<file path="src/rtl/output_byte_transmitter.sv">
// OUTPUTB byte sink: buffers bytes from decode in a FIFO and
// serializes them onto the UART TX line as 8N1 frames.
module output_byte_transmitter #(
  parameter logic [5:0] OUTPUTB      = 6'b111110,
  parameter int         DEPTH_LOG2   = 4,
  parameter int         CLKS_PER_BIT = 868
) (
  input  logic        clk,
  input  logic        reset,
  input  logic [31:0] inst,
  input  logic        inst_valid,
  input  logic [7:0]  data,
  output logic        freeze,
  output logic        tx,
  output logic        tx_busy
);

  localparam int DEPTH = 1 << DEPTH_LOG2;
  localparam logic [DEPTH_LOG2:0] FULL_CNT = (DEPTH_LOG2+1)'(DEPTH);
  localparam logic [15:0] BAUD_LAST = 16'(CLKS_PER_BIT - 1);

  typedef enum logic [1:0] {
    IDLE,
    START,
    DATA,
    STOP
  } state_e;

  logic [7:0]            mem_q [DEPTH];
  logic [DEPTH_LOG2-1:0] wr_ptr_q;
  logic [DEPTH_LOG2-1:0] rd_ptr_q;
  logic [DEPTH_LOG2:0]   count_q, count_d;

  state_e      state_q, state_d;
  logic [15:0] baud_q, baud_d;
  logic [2:0]  bit_q, bit_d;
  logic [7:0]  shift_q, shift_d;
  logic        tx_q, tx_d;

  logic accept, full, empty, push, pop, baud_end;
  logic unused_inst;

  assign unused_inst = ^inst[25:0];

  assign accept = inst_valid && (inst[31:26] == OUTPUTB);
  assign full   = (count_q == FULL_CNT);
  assign empty  = (count_q == '0);
  assign freeze = accept && full;
  assign push   = accept && !full;

  assign tx      = tx_q;
  assign tx_busy = (state_q != IDLE) || !empty;

  always_ff @(posedge clk) begin
    if (push) mem_q[wr_ptr_q] <= data;
  end

  always_comb begin
    count_d = count_q;
    unique case (1'b1)
      push && !pop: count_d = count_q + 1'b1;
      pop && !push: count_d = count_q - 1'b1;
      default:      count_d = count_q;
    endcase
  end

  always_ff @(posedge clk or posedge reset) begin
    if (reset) begin
      wr_ptr_q <= '0;
      rd_ptr_q <= '0;
      count_q  <= '0;
    end else begin
      if (push) wr_ptr_q <= wr_ptr_q + 1'b1;
      if (pop)  rd_ptr_q <= rd_ptr_q + 1'b1;
      count_q <= count_d;
    end
  end

  assign baud_end = (baud_q == BAUD_LAST);

  // STOP chains straight into the next START when data is waiting
  always_comb begin
    state_d = state_q;
    baud_d  = baud_q;
    bit_d   = bit_q;
    shift_d = shift_q;
    tx_d    = tx_q;
    pop     = 1'b0;
    unique case (state_q)
      IDLE: begin
        tx_d = 1'b1;
        if (!empty) begin
          pop     = 1'b1;
          shift_d = mem_q[rd_ptr_q];
          tx_d    = 1'b0;
          baud_d  = '0;
          state_d = START;
        end
      end
      START: begin
        if (baud_end) begin
          baud_d  = '0;
          bit_d   = '0;
          tx_d    = shift_q[0];
          state_d = DATA;
        end else begin
          baud_d = baud_q + 16'd1;
        end
      end
      DATA: begin
        if (baud_end) begin
          baud_d = '0;
          if (bit_q == 3'd7) begin
            tx_d    = 1'b1;
            state_d = STOP;
          end else begin
            bit_d   = bit_q + 3'd1;
            shift_d = shift_q >> 1;
            tx_d    = shift_q[1];
          end
        end else begin
          baud_d = baud_q + 16'd1;
        end
      end
      STOP: begin
        if (baud_end) begin
          baud_d = '0;
          if (!empty) begin
            pop     = 1'b1;
            shift_d = mem_q[rd_ptr_q];
            tx_d    = 1'b0;
            state_d = START;
          end else begin
            tx_d    = 1'b1;
            state_d = IDLE;
          end
        end else begin
          baud_d = baud_q + 16'd1;
        end
      end
      default: begin
        tx_d    = 1'b1;
        state_d = IDLE;
      end
    endcase
  end

  always_ff @(posedge clk or posedge reset) begin
    if (reset) begin
      state_q <= IDLE;
      baud_q  <= '0;
      bit_q   <= '0;
      shift_q <= '0;
      tx_q    <= 1'b1;
    end else begin
      state_q <= state_d;
      baud_q  <= baud_d;
      bit_q   <= bit_d;
      shift_q <= shift_d;
      tx_q    <= tx_d;
    end
  end

endmodule

</file>
<file path="config.mk">
export PLATFORM = sky130hd
export DESIGN_NAME = output_byte_transmitter
export DESIGN_NICKNAME = d
export VERILOG_FILES = /design/src/rtl/output_byte_transmitter.sv
export SDC_FILE = /design/constraint.sdc
export NUM_CORES = 1
export LEC_CHECK = 0
export CELL_PAD_IN_SITES_DETAIL_PLACEMENT = 1
export CELL_PAD_IN_SITES_GLOBAL_PLACEMENT = 1
export CORE_MARGIN = 2
export CORE_UTILIZATION = 45
export DETAILED_ROUTE_END_ITERATION = 7
export GPL_TIMING_DRIVEN = 0
export HOLD_SLACK_MARGIN = 0.05
export PLACE_DENSITY_LB_ADDON = 0.1
export RECOVER_POWER = 25
export SYNTH_ARGS = -nofsm -noshare
export SYNTH_HDL_FRONTEND = slang
export SYNTH_SLANG_ARGS = --single-unit
</file>
<file path="constraint.sdc">
create_clock -name clk -period 3.6 [get_ports clk]
set_clock_uncertainty 0.05 [all_clocks]
set_input_delay 0.72 -clock clk [delete_from_list [all_inputs] [get_ports clk]]
set_output_delay 0.72 -clock clk [all_outputs]
set_load 0.02 [all_outputs]
</file>
==> flow_summary.ini <==
[detailed_routing]
ant_nets = 0
routed_via_density = 5.53
drtPass1Iterations = 4
vias = 4287
drt_first_iter_violations = 216
wire_per_inst_microns = 20.9
finalWirelength_mm = 16.2
drcViolationCount = 0

[synthesis]
avgSynthCellArea_sq_um = 15.2
yosysUniqueCellTypes = 61
netlist_area_sq_mm = 0.00758
seq_area_frac_synth_pct = 64.9
synth_nets = 560
synth_async_sr_flop_share_pct = 25.1
synth-seq-cells = 171
synth_edf_count = 128
yosys_warnings = 0
synth_flop_cell = edfxtp_1
netlist_instances = 500

[floorplanning]
die-area_sq_mm = 0.0179
fp.dieW_microns = 134
dieHeight_microns = 134
io_pins = 46
initial_core_util_pct = 45.9
rows = 47
core_sq_mm = 0.0165

[worst_setup_path]
crit_family = buffers and inverters
cp.depth = 7
critPathMaxFanout = 8
rrSetupSlack_ns = 0.26
cpMaxStageDelayCell = clkdlybuf4s50_1
cp-start-kind = flop
cp_num_buf_inv = 4
reg2reg_from = baud_q[0]
path_cells = buf_2 -> nor4_2 -> and2b_2 -> and2_1 -> buf_2 -> inv_1 -> clkdlybuf4s50_1
critPathKind = reg2out
cp.required_ns = 2.83
crit_start = count_q[1]
r2r_cells = 14
arrival_ns = 2.59
slowest_delay_ns = 0.55
crit_path_frequent_cell = buf_2
r2r-end = count_q[4]
end_kind = primary output

[finish]
layout_common_cells = edfxtp_1 (128), dfrtp_1 (42), mux2i_1 (37), nor2_1 (24), inv_1 (23)
nets = 602
layout-drive-gt1-share_pct = 18.0
fin_area_sq_mm = 0.00872
fillers = 1581
area.growth.synth_to_final_pct = 15.1
layout_commonest_cell = edfxtp_1
n_antenna_cell = 0
final_cells = 775

[pwr]
p_leak_uw = 0.00316
combinationalPowerShare_pct = 34.3
vdd_drop_max_mv = 0.371
intPower_uw = 4160
p_seq_share_pct = 38.0
power.switching_uw = 2150
clockPowerShare_pct = 27.6
power_density_mw_per_mm2 = 724
switching_share_pct = 34.1

[place]
dp_slack_ns = -0.587
place_congestion = 0.775
postPlaceCellArea_sq_mm = 0.00813
placedCellCount = 744
portBuffers = 19
hpwl_mm = 11.3

[outcome]
status = complete, but fails checks
violations = capacitance limit, slew limit

[clock_tree]
cts_sinks = 171
htreeDepth = 4
clk_latency_ns = 0.43
cts_tree = done
ctsHoldBuffers = 0
clk_path_buf_depth = 2
clock-root-buffer = clkbuf_16
cts_buffers = 17
cts.clk_slew.worst_paths_ns = 0.07

[min_path]
min_to = bit_q[1]
hp-start = bit_q[1]
hp-class = reg2reg
hold_path_depth = 1

[timing]
fmax_ghz = 0.297
rsz0062_at_grt = false
min_period_over_period_pct = 93.5
slew_violations = 40
min_period_ns = 3.36
setup_viol = 0
hold_violations = 0
fin_ws_ns = 0.235
max-slew-margin-rel_pct = -47.9
whs_ns = 0.447
tightest_slew_ns = 2.22

[global_routing]
grt_overflow_total = 0
grt_max_degree = 40
track_usage_pct = 19.6
antenna_found_initial = 0
grt_pass1_wl_mm = 26.6
grt_pass1_vias = 4683

[run]
max_cap_viol_count = 1
Yosys cell counts (2+ instances only):
| library cell | count | area, sq um |
|---|---|---|
| a21bo_2 | 2 | 20.0 |
| a21o_1 | 3 | 22.5 |
| a21oi_1 | 14 | 70.1 |
| a221o_1 | 5 | 50.1 |
| a22o_1 | 3 | 26.3 |
| a22oi_1 | 14 | 105 |
| a311oi_1 | 3 | 26.3 |
| and2_1 | 3 | 18.8 |
| and3_1 | 2 | 12.5 |
| and4_1 | 3 | 26.3 |
| buf_1 | 2 | 7.51 |
| buf_2 | 4 | 20.0 |
| buf_4 | 6 | 45.0 |
| clkbuf_1 | 11 | 41.3 |
| dfrtp_1 | 42 | 1050 |
| edfxtp_1 | 128 | 3840 |
| ha_1 | 17 | 213 |
| inv_1 | 23 | 86.3 |
| mux2_2 | 5 | 56.3 |
| mux2_4 | 2 | 30.0 |
| mux2i_1 | 37 | 370 |
| mux4_2 | 21 | 473 |
| nand2_1 | 22 | 82.6 |
| nand2b_1 | 2 | 12.5 |
| nand3_1 | 7 | 35.0 |
| nand4_1 | 5 | 31.3 |
| nor2_1 | 24 | 90.1 |
| nor2b_1 | 5 | 31.3 |
| nor3_1 | 13 | 65.1 |
| nor4_1 | 6 | 37.5 |
| o21ai_0 | 18 | 90.1 |
| o22ai_1 | 2 | 12.5 |
| o31ai_1 | 2 | 15.0 |
| xnor2_1 | 8 | 70.1 |
| xor2_1 | 10 | 87.6 |
power groups by stage:
stage / Clock (uW) / Combinational [uW] / Sequential, uW
after global routing: 1850 / 2410 / 2420
after global placement: 0 / 2060 / 2430
final: 1750 / 2170 / 2400
after CTS: 1780 / 2190 / 2400
after floorplan: 0 / 1600 / 2410
after detailed placement: 0 / 2150 / 2440
through the flow:
step / TNS (ns) / util, % / power (uW)
global route: 0 / 52.8 / 6680
floorplan: 0 / - / 4010
CTS: 0 / 52.7 / 6360
detailed placement: -3.52 / 49.2 / 4580
finish: 0 / 52.8 / 6320
global placement: -19.26 / 48.7 / 4490
worst reg2reg max path: cells and delay by family, from the launching register on:
kind                       cells  cell delay, ns
buffers and inverters          1            0.18
DFF                            1            0.46
xor gates and xnor gates       2            0.21
adders and majority gates      3            0.65
muxes                          1            0.23
AOI/OAI and AO/OA              4            0.73
and+or+nand+nor                3            0.76
routing by layer:
metal	wire length (microns)	global-route usage (%)
met5	0	0
met2	7910	31.6
met1	7750	27.8
met4	187	5.61
met3	356	3.12
state kept, by name (all words and copies together) (netlist names):
| register | flops |
|---|---|
| shift_q | 8 |
| state_q | 2 |
| rd_ptr_q | 4 |
| mem_q | 128 |
| baud_q | 16 |
| wr_ptr_q | 4 |
| bit_q | 3 |
| tx | 1 |
| count_q | 5 |
logic make-up after synthesis:
| kind of cell | count (synthesis) | synth area share, % |
|---|---|---|
| DFF | 171 | 64.9 |
| and+or+nand+nor | 105 | 7.73 |
| AOI/OAI and AO/OA | 76 | 7.32 |
| muxes | 65 | 12.3 |
| buffers and inverters | 48 | 2.86 |
| xor gates and xnor gates | 18 | 2.08 |
| adders and majority gates | 17 | 2.81 |
cell type report:
| cell class | instances | area [sq um] | share of cell area [%] |
|---|---|---|---|
| clock buffer | 18 | 429 | 4.92 |
| inverter | 23 | 86.3 | 0.990 |
| timing repair buffer | 25 | 231 | 2.65 |
| sequential | 171 | 4920 | 56.4 |
| multi-input combinational | 281 | 2520 | 28.9 |
| buffer | 23 | 123 | 1.41 |
| tap | 220 | 275 | 3.16 |
| clock inverter | 14 | 136 | 1.56 |
how the worst max path moves through the flow:
stage,to
2_1_floorplan,count_q[4]
3_3_place_gp,mem_q[3][5]
3_5_place_dp,count_q[4]
4_1_cts,count_q[4]
5_1_grt,count_q[4]
6_report,tx_busy
timing repair:
action                     in CTS  in global routing
buffers inserted                1                  0
pin swaps                       1                  1
setup endpoints to repair       2                  2
resized for setup               3                  4
No activity file was read; power rests on OpenSTA's default activity.
